--- config.mk ---
export PLATFORM = sky130hd
export DESIGN_NAME = sh7034_wdt
export DESIGN_NICKNAME = d
export VERILOG_FILES = /design/src/rtl/sh7034_wdt_pkg.sv /design/src/rtl/sh7034_wdt.sv
export SDC_FILE = /design/constraint.sdc
export NUM_CORES = 1
export LEC_CHECK = 0
export CAP_MARGIN = 20
export CORE_MARGIN = 2
export CORE_UTILIZATION = 44
export DETAILED_ROUTE_END_ITERATION = 6
export HOLD_SLACK_MARGIN = 0.05
export PLACE_DENSITY = 0.74
export SLEW_MARGIN = 20
export SYNTH_ARGS = -nofsm -noshare
export SYNTH_HDL_FRONTEND = slang
export SYNTH_SLANG_ARGS = --single-unit
export TNS_END_PERCENT = 5
--- constraint.sdc ---
create_clock -name CLK -period 3.35 [get_ports CLK]
set_input_delay 0.5025 -clock CLK [delete_from_list [all_inputs] [get_ports CLK]]
set_output_delay 0.5025 -clock CLK [all_outputs]
set_load 0.01 [all_outputs]
--- src/rtl/sh7034_wdt_pkg.sv ---
// Shared types, constants and helpers for the SH7034 watchdog timer.
package sh7034_wdt_pkg;

  localparam int unsigned ADDR_W  = 28;
  localparam int unsigned DATA_W  = 32;
  localparam int unsigned BA_W    = 4;
  localparam int unsigned PRESC_W = 13;
  localparam int unsigned CNT_W   = 8;

  localparam logic [ADDR_W-1:0] ADDR_WTCSR  = 28'h5FFFFB8;
  localparam logic [ADDR_W-1:0] ADDR_RSTCSR = 28'h5FFFFBA;

  // Lane patterns for the only accepted (16-bit) writes
  localparam logic [BA_W-1:0] LANES_HI = 4'b1100;
  localparam logic [BA_W-1:0] LANES_LO = 4'b0011;

  localparam logic [7:0]  KEY_5A   = 8'h5A;
  localparam logic [7:0]  KEY_A5   = 8'hA5;
  localparam logic [15:0] WOVF_CLR = 16'hA500;

  typedef struct packed {
    logic       ovf;
    logic       wtit;
    logic       tme;
    logic [1:0] rsvd;
    logic [2:0] cks;
  } wtcsr_t;

  typedef struct packed {
    logic       wovf;
    logic       rste;
    logic       rsts;
    logic [4:0] rsvd;
  } rstcsr_t;

  localparam wtcsr_t  WTCSR_INIT  = wtcsr_t'(8'h18);
  localparam rstcsr_t RSTCSR_INIT = rstcsr_t'(8'h1F);

  // Bits that always read back as 1
  localparam logic [7:0] WTCSR_RMASK  = 8'h18;
  localparam logic [7:0] RSTCSR_RMASK = 8'h1F;

  // Prescaler low-bit mask per CKS; a tick fires when the masked bits wrap to 0
  function automatic logic [PRESC_W-1:0] cks_mask(input logic [2:0] cks);
    logic [PRESC_W-1:0] m;
    case (cks)
      3'd0:    m = 13'h0001;
      3'd1:    m = 13'h003F;
      3'd2:    m = 13'h007F;
      3'd3:    m = 13'h00FF;
      3'd4:    m = 13'h01FF;
      3'd5:    m = 13'h03FF;
      3'd6:    m = 13'h0FFF;
      default: m = 13'h1FFF;
    endcase
    return m;
  endfunction

endpackage

--- src/rtl/sh7034_wdt.sv ---
// SH7034 watchdog timer: prescaler, WTCNT, overflow pulse generator and register file.
module sh7034_wdt
  import sh7034_wdt_pkg::*;
#(
  parameter int unsigned WDTOVF_LEN = 128,
  parameter int unsigned RST_LEN    = 512
) (
  input  logic              CLK,
  input  logic              RST_N,
  input  logic              CE_R,
  input  logic              CE_F,
  input  logic              RES_N,
  input  logic [ADDR_W-1:0] IBUS_A,
  input  logic [DATA_W-1:0] IBUS_DI,
  output logic [DATA_W-1:0] IBUS_DO,
  input  logic [BA_W-1:0]   IBUS_BA,
  input  logic              IBUS_WE,
  input  logic              IBUS_REQ,
  output logic              IBUS_BUSY,
  output logic              IBUS_ACT,
  output logic              WDT_IRQ,
  output logic              WDTOVF_N,
  output logic              WDT_RST
);

  localparam int unsigned OVF_CNT_W = (WDTOVF_LEN > 1) ? $clog2(WDTOVF_LEN) : 1;
  localparam int unsigned RST_CNT_W = (RST_LEN > 1) ? $clog2(RST_LEN) : 1;

  wtcsr_t                 wtcsr_q, wtcsr_d;
  rstcsr_t                rstcsr_q, rstcsr_d;
  logic [CNT_W-1:0]       wtcnt_q, wtcnt_d;
  logic [PRESC_W-1:0]     presc_q, presc_d, presc_inc;
  logic                   ovf_arm_q, ovf_arm_d;
  logic [OVF_CNT_W-1:0]   ovf_cnt_q, ovf_cnt_d;
  logic [RST_CNT_W-1:0]   rst_cnt_q, rst_cnt_d;
  logic                   wdtovf_n_q, wdtovf_n_d;
  logic                   wdt_rst_q, wdt_rst_d;
  logic                   wdt_irq_q, wdt_irq_d;
  logic [DATA_W-1:0]      do_q, do_d;

  logic wr_cyc, wr_csr, wr_cnt, wr_ctl, wr_rcsr, wr_wovf_clr, wr_rste;
  logic rd_cyc, tick, ovfl;

  // Bus decode and tick/overflow detection
  always_comb begin
    IBUS_ACT    = (IBUS_A[ADDR_W-1:2] == ADDR_WTCSR[ADDR_W-1:2]);
    wr_cyc      = CE_R & IBUS_REQ & IBUS_WE;
    wr_csr      = wr_cyc & (IBUS_A == ADDR_WTCSR) & (IBUS_BA == LANES_HI);
    wr_cnt      = wr_csr & (IBUS_DI[31:24] == KEY_5A);
    wr_ctl      = wr_csr & (IBUS_DI[31:24] == KEY_A5);
    wr_rcsr     = wr_cyc & (IBUS_A == ADDR_RSTCSR) & (IBUS_BA == LANES_LO);
    wr_wovf_clr = wr_rcsr & (IBUS_DI[15:0] == WOVF_CLR);
    wr_rste     = wr_rcsr & (IBUS_DI[15:8] == KEY_5A);
    rd_cyc      = CE_F & IBUS_REQ & ~IBUS_WE & IBUS_ACT;
    presc_inc   = presc_q + PRESC_W'(1);
    tick        = CE_R & wtcsr_q.tme & ((presc_inc & cks_mask(wtcsr_q.cks)) == '0);
    ovfl        = tick & ~wr_cnt & (wtcnt_q == 8'hFF);
  end

  // Next-state for counters, registers and pulse outputs
  always_comb begin
    wtcsr_d    = wtcsr_q;
    rstcsr_d   = rstcsr_q;
    wtcnt_d    = wtcnt_q;
    presc_d    = presc_q;
    ovf_arm_d  = ovf_arm_q;
    ovf_cnt_d  = ovf_cnt_q;
    rst_cnt_d  = rst_cnt_q;
    wdtovf_n_d = wdtovf_n_q;
    wdt_rst_d  = wdt_rst_q;
    wdt_irq_d  = wtcsr_q.ovf & ~wtcsr_q.wtit & wtcsr_q.tme;
    do_d       = do_q;

    if (CE_R) begin
      presc_d = wtcsr_q.tme ? presc_inc : '0;
    end

    // A WTCNT write beats a coincident tick
    if (wr_cnt) begin
      wtcnt_d = IBUS_DI[23:16];
    end else if (tick) begin
      wtcnt_d = wtcnt_q + CNT_W'(1);
    end

    if (wr_ctl) begin
      wtcsr_d.wtit = IBUS_DI[22];
      wtcsr_d.tme  = IBUS_DI[21];
      wtcsr_d.cks  = IBUS_DI[18:16];
      if (!IBUS_DI[23] && ovf_arm_q) begin
        wtcsr_d.ovf = 1'b0;
        ovf_arm_d   = 1'b0;
      end
    end

    if (rd_cyc) begin
      do_d = {(wtcsr_q | WTCSR_RMASK), wtcnt_q, (rstcsr_q | RSTCSR_RMASK), 8'hFF};
      if (wtcsr_q.ovf) begin
        ovf_arm_d = 1'b1;
      end
    end

    if (wr_wovf_clr) begin
      rstcsr_d.wovf = 1'b0;
    end
    if (wr_rste) begin
      rstcsr_d.rste = IBUS_DI[6];
      rstcsr_d.rsts = IBUS_DI[5];
    end

    // Running pulses count down on each CE_R
    if (CE_R && !wdtovf_n_q) begin
      if (ovf_cnt_q == '0) wdtovf_n_d = 1'b1;
      else                 ovf_cnt_d  = ovf_cnt_q - OVF_CNT_W'(1);
    end
    if (CE_R && wdt_rst_q) begin
      if (rst_cnt_q == '0) wdt_rst_d = 1'b0;
      else                 rst_cnt_d = rst_cnt_q - RST_CNT_W'(1);
    end

    // Overflow sets flags and (re)starts pulses; it wins over a same-cycle clear
    if (ovfl) begin
      if (!wtcsr_q.wtit) begin
        wtcsr_d.ovf = 1'b1;
        ovf_arm_d   = 1'b0;
      end else begin
        rstcsr_d.wovf = 1'b1;
        wdtovf_n_d    = 1'b0;
        ovf_cnt_d     = OVF_CNT_W'(WDTOVF_LEN - 1);
        if (rstcsr_q.rste) begin
          wdt_rst_d = 1'b1;
          rst_cnt_d = RST_CNT_W'(RST_LEN - 1);
        end
      end
    end

    // Chip reset pin: reinit timer state, abort pulses, keep RSTCSR
    if (CE_R && !RES_N) begin
      wtcsr_d    = WTCSR_INIT;
      wtcnt_d    = '0;
      presc_d    = '0;
      ovf_arm_d  = 1'b0;
      ovf_cnt_d  = '0;
      rst_cnt_d  = '0;
      wdtovf_n_d = 1'b1;
      wdt_rst_d  = 1'b0;
    end

    wtcsr_d.rsvd  = WTCSR_INIT.rsvd;
    rstcsr_d.rsvd = RSTCSR_INIT.rsvd;
  end

  // State registers
  always_ff @(posedge CLK or negedge RST_N) begin
    if (!RST_N) begin
      wtcsr_q    <= WTCSR_INIT;
      rstcsr_q   <= RSTCSR_INIT;
      wtcnt_q    <= '0;
      presc_q    <= '0;
      ovf_arm_q  <= 1'b0;
      ovf_cnt_q  <= '0;
      rst_cnt_q  <= '0;
      wdtovf_n_q <= 1'b1;
      wdt_rst_q  <= 1'b0;
      wdt_irq_q  <= 1'b0;
      do_q       <= '0;
    end else begin
      wtcsr_q    <= wtcsr_d;
      rstcsr_q   <= rstcsr_d;
      wtcnt_q    <= wtcnt_d;
      presc_q    <= presc_d;
      ovf_arm_q  <= ovf_arm_d;
      ovf_cnt_q  <= ovf_cnt_d;
      rst_cnt_q  <= rst_cnt_d;
      wdtovf_n_q <= wdtovf_n_d;
      wdt_rst_q  <= wdt_rst_d;
      wdt_irq_q  <= wdt_irq_d;
      do_q       <= do_d;
    end
  end

  assign IBUS_DO   = do_q;
  assign IBUS_BUSY = 1'b0;
  assign WDT_IRQ   = wdt_irq_q;
  assign WDTOVF_N  = wdtovf_n_q;
  assign WDT_RST   = wdt_rst_q;

endmodule
### Word level (Yosys, flattened, before mapping)

Index checks and enable logic that the tools add are counted.
Widths: inputs -> output; s select.

| word-level totals | value |
|---|---|
| flip-flop bits (word level) | 82 |
| input port bits | 71 |
| output and inout bits | 37 |
| word-level logic and storage cells | 118 |

| cells by class | value |
|---|---|
| add/subtract/negate cells | 4 |
| eq/ne operators | 16 |
| muxes and demuxes | 45 |
| bitwise logic cells | 23 |
| reduce and logical (&&, ||, !) cells | 14 |

Operators by type and width:

| operator | count |
|---|---|
| $pmux 13 s7 | 1 |
| $eq 28x27->1 const B | 2 |
| $mux 9 | 6 |
| $mux 13 | 3 |
| $mux 7 | 5 |
| $mux 8 | 4 |
| $eq 26x25->1 const B | 1 |
| $mux 1 | 24 |
| $and 1x1->1 | 19 |
| $eq 16x16->1 const B | 1 |
| $eq 8x7->1 const B | 2 |
| $eq 8x8->1 const B | 2 |
| $add 13x1->13 const B | 1 |
| $and 13x13->13 | 1 |
| $logic_not 13->1 | 1 |
| $eq 3x3->1 const B | 3 |
| $logic_not 9->1 | 1 |
| $sub 9x1->9 const B | 1 |
| $add 8x1->8 const B | 1 |
| $logic_not 7->1 | 1 |
| $sub 7x1->7 const B | 1 |
| $eq 3x2->1 const B | 2 |
| $mux 3 | 2 |
| $eq 4x2->1 const B | 1 |
| other kinds (8) | 16 |

### Logic depth before layout (Yosys ltp)

Gate-level depths: netlist of run 1.

| depth | value |
|---|---|
| word-level depth | 11 |
| mapped depth | 11 |
| depth with buffers taken out | 9 |

### Worst setup path after synthesis of run 1

Ideal clock, no wire load.

| timing path | value |
|---|---|
| path kind | reg2reg |
| from | register presc_q[0] |
| to | register rst_cnt_q[0] |
| setup time | 76 ps |
| data arrival time | 2751 ps |
| data required time | 3274 ps |
| path slack | 523 ps |
| cell stages (with the launch flop) | 12 |
| path buffers | 3 |
| period minus slack after synthesis | 2827 ps |
| cell sequence | dfrtp_1 > ha_1 > and4_1 > buf_6 > and3_1 > xor2_1 > o2bb2ai_2 > or4_4 > buf_6 > or3b_1 > buf_6 > o21ai_2 |

| on the way | value |
|---|---|
| cells in the longest elaborated chain, start to end | 8 |

Ends and longest elaborated chain:

| what | line | text |
|---|---|---|
| start, declared | sh7034_wdt.sv:32 | `logic [PRESC_W-1:0] presc_q, presc_d, presc_inc;` |
| start signal, assigned | sh7034_wdt.sv:170 | `presc_q <= presc_d;` |
| $add 13x1->13 | sh7034_wdt.sv:55 | `presc_inc = presc_q + PRESC_W'(1);` |
| $and 13x13->13 | sh7034_wdt.sv:56 | `tick = CE_R & wtcsr_q.tme & ((presc_inc & cks_mask(wtcsr_q.cks)) == '0);` |
| $logic_not 13->1 | sh7034_wdt.sv:56 |  |
| $and 1x1->1 | sh7034_wdt.sv:56 |  |
| $and 1x1->1 (2 in series) | sh7034_wdt.sv:57 | `ovfl = tick & ~wr_cnt & (wtcnt_q == 8'hFF);` |
| $mux 9 | sh7034_wdt.sv:121 | `if (ovfl) begin` |
| $mux 9 | sh7034_wdt.sv:137 | `if (CE_R && !RES_N) begin` |
| named net rst_cnt_d[0] | sh7034_wdt.sv:35 | `logic [RST_CNT_W-1:0] rst_cnt_q, rst_cnt_d;` |
| end signal, assigned | sh7034_wdt.sv:173 | `rst_cnt_q <= rst_cnt_d;` |
| end, declared | sh7034_wdt.sv:35 |  |

The timed path passes the listed nets, and every way through them passes these cells.
A chain may end at the register's enable or synchronous reset.

### Worst setup path in the final report of run 1

| timing path | value |
|---|---|
| from | register presc_q[0] |
| to | register rst_cnt_q[5] |

The elaborated chain is that of the path after synthesis.

==> results of run 1 <==
cells by family (layout without fill, tap and decap cells):
| logic type | after synthesis | after routing | synth area share [%] |
|---|---|---|---|
| simple gates | 151 | 151 | 22.97 |
| compound gates | 83 | 83 | 13.39 |
| other cells | 1 | 1 | 0.09668 |
| fa+ha+maj | 5 | 5 | 1.613 |
| mux | 28 | 28 | 7.806 |
| flops | 68 | 68 | 43.90 |
| buf+inv | 42 | 140 | 6.161 |
| xor+xnor | 18 | 18 | 4.064 |
registers in the layout, indices dropped and copies added (netlist names):
signal / flops
wtcnt_q: 8
rstcsr_q: 3
WDTOVF_N: 1
WDT_IRQ: 1
WDT_RST: 1
rst_cnt_q: 9
presc_q: 13
ovf_arm_q: 1
IBUS_DO: 18
ovf_cnt_q: 7
wtcsr_q: 6
final cells by class:
type | count | area [um2]
fillers | 723 | 3522
multi-input cells | 286 | 1939
flip-flops and latches | 68 | 1703
repair buffers | 113 | 1111
well taps | 108 | 135.1
clock buffers | 11 | 131.4
clock inverters | 5 | 52.55
inverters | 11 | 41.29
cell usage in the layout (no fill, tap or decap), types with 4 or more instances in the layout:
cell type	n
clkbuf_8	9
and2_1	5
o31ai_1	5
o21ai_0	31
nor4bb_1	5
nand2b_1	4
or3_1	4
ha_1	5
o21ai_2	7
nand2_1	35
xor2_1	5
xnor2_1	13
nand3_1	11
dfrtp_1	67
nand4b_1	8
nor3_1	8
and3_1	9
nor4_1	9
a21oi_1	22
clkdlybuf4s50_1	105
mux2_2	18
nor2_1	21
nand4_1	8
mux2i_1	10
nor4b_1	5
buf_4	8
inv_1	11
power by group:
| group | internal [uW] | total [uW] | switching (uW) |
|---|---|---|---|
| clock network | 340 | 635 | 295 |
| registers | 821 | 821 | 0.000246 |
| logic | 83.2 | 136 | 52.5 |
metrics by stage:
step                util (%)  setup slack (ns)  hold slack (ns)
floorplan                  -            0.5226           0.2069
global placement       57.03            0.2125           0.4696
detailed placement     57.03           0.09543           0.4934
CTS                    59.16            0.1019           0.3860
global route           59.21           0.06902           0.2105
finish                 59.21            0.2452           0.1726
worst paths after layout:
kind / start / to / slack, ns / depth (start not counted)
max: presc_q[0]$_DFFE_PN0P_ / rst_cnt_q[5]$_DFF_PN0_ / 0.25 / 8
min: RST_N / IBUS_DO[30]$_DFFE_PN0P_ / 0.17 / 1
max reg2reg: presc_q[0]$_DFFE_PN0P_ / rst_cnt_q[5]$_DFF_PN0_ / 0.25 / 8
min reg2reg: IBUS_DO[31]$_DFFE_PN0P_ / IBUS_DO[31]$_DFFE_PN0P_ / 0.50 / 2
max in group asynchronous: RST_N / WDTOVF_N$_DFF_PN1_ / 2.49 / 2
min in group CLK: IBUS_DO[31]$_DFFE_PN0P_ / IBUS_DO[31]$_DFFE_PN0P_ / 0.50 / 2
metal layers:
| metal | GRT usage [%] | up-vias | share of wire, % |
|---|---|---|---|
| met5 | 0 | - | 0 |
| met4 | 6.517 | 0 | 1.8 |
| met3 | 5.655 | 14 | 7.7 |
| met2 | 33.83 | 155 | 49 |
| met1 | 25.49 | 1616 | 42 |
| li1 | - | 1619 | - |
timing repair:
item                                    in CTS  in global routing
hold buffers                                 0                  0
gates resized for setup                      0                  1
setup buffers                                0                  0
endpoints found under the setup margin       0                 10
endpoints found under the hold margin        0                  0
worst max-delay path: stages (launching register included):
cell	delay [ns]
dfrtp_1	0.45
ha_1	0.28
and4_1	0.44
nand4_1	0.23
xor2_1	0.23
o2bb2ai_2	0.15
or4_4	0.64
or3b_4	0.51
o21ai_2	0.08
==> results.sh, run 1 <==
export IMPL_status="completed"
export IMPL_synth_commonest_cells="67 x dfrtp_1, 35 x nand2_1, 31 x o21ai_0, 22 x a21oi_1, 21 x nor2_1"
export IMPL_vias=3404
export IMPL_yosysTopAreaCell="dfrtp_1"
export IMPL_synth_edf_count=0
export IMPL_dpl_cell_area_um2=4925
export IMPL_critPathMaxFanout=10
export IMPL_drv_slew=0
export IMPL_ir_worst_vdd_mv=0.1713
export IMPL_core_area_um2=8636
export IMPL_power_density_nw_per_um2=311.2
export IMPL_drc=0
export IMPL_synthFlopType="dfrtp_1"
export IMPL_synth_area_leaders="dfrtp_1 43%, mux2_2 5.2%, o21ai_0 4.0%, nand2_1 3.4%, xnor2_1 2.9%"
export IMPL_synth_top_area_share_pct=43.23
export IMPL_avgViaCountPerCell=5.654
export IMPL_clock_sinks=68
export IMPL_grt_usage_pct=20.25
export IMPL_die_y_um=97.89
export IMPL_syn_nets=472
export IMPL_grt_ovfl_total=0
export IMPL_tns_ns=0
export IMPL_netlist_area_um2=3879
export IMPL_grt_antenna_before_repair=0
export IMPL_start_util_pct=44.91
export IMPL_startpoint_type="flip-flop"
export IMPL_grt_max_degree=49
export IMPL_grt_first_pass_wirelength_um=15490
export IMPL_htreeDepth=3
export IMPL_cts_root_buf="clkbuf_8"
export IMPL_crit_required_ns=3.63
export IMPL_end_kind="flip-flop"
export IMPL_critPathArrivalTime_ns=3.38
export IMPL_die_area_um2=9582
export IMPL_cts_tree="built"
export IMPL_cts_buffers=9
export IMPL_clk_latency_ns=0.35
export IMPL_pin_count=108
export IMPL_power_leakage_uw=0.002237
export IMPL_yosysSeqAreaShare_pct=43.90
export IMPL_rows=34
export IMPL_yosysWarningCount=0
export IMPL_synth_cell_types=54
export IMPL_period_needed_ns=3.105
export IMPL_avgRoutedWirePerCell_um=15.59
export IMPL_finalHoldViolCount=0
export IMPL_placed_cells=586
export IMPL_grt_pass1_vias=3252
export IMPL_clk_pin_slew_ns=0.07
export IMPL_nNetsFinal=565
export IMPL_setup_viol=0
export IMPL_syn_to_final_growth_pct=31.84
export IMPL_drive_above_1_share_pct=11.74
export IMPL_portBuffers=106
export IMPL_tightest_slew_ns=0.6350
export IMPL_dp_hpwl_um=6994
export IMPL_relSlewSlack_pct=57.48
export IMPL_die_w_um=97.89
export IMPL_max_freq_mhz=322.1
export IMPL_n_antenna_cell=0
export IMPL_final_cell_area_um2=5114
export IMPL_netlist_instances=396
export IMPL_period_share_pct=92.68
export IMPL_first_iter_violations=304
export IMPL_dr_pass1_iters=5
export IMPL_drt_antenna_violating_nets=0
export IMPL_clockBufferDepth=2
export IMPL_drt_wl_total_um=9384
export IMPL_stdcell_count=602
export IMPL_critical_path_class="flip-flop to flip-flop"
export IMPL_drv_cap=0
export IMPL_clock_skew_ns=0.01203
export IMPL_rsz0062_at_grt="no"
export IMPL_p_total_uw=1591
export IMPL_synth_most_common_cell="dfrtp_1"
export IMPL_place_gp_congestion=0.9392
export IMPL_synth_area_per_cell_um2=9.795
export IMPL_synth_seq_cells=68
export IMPL_async_flop_share_pct=100.0
export IMPL_hold_class="input port to asynchronous set/reset pin"
No activity file was read; power rests on OpenSTA's default activity.
==> inputs of run 2 (changes only) <==
--- a/config.mk
+++ b/config.mk
@@ -11,6 +11,7 @@
 export DETAILED_ROUTE_END_ITERATION = 6
 export HOLD_SLACK_MARGIN = 0.05
 export PLACE_DENSITY = 0.74
+export SKIP_CTS_REPAIR_TIMING = 1
 export SLEW_MARGIN = 20
 export SYNTH_ARGS = -nofsm -noshare
 export SYNTH_HDL_FRONTEND = slang
==> results of run 2 <==
Same layout as run 1: the final DEF is identical, and so are final timing and power.
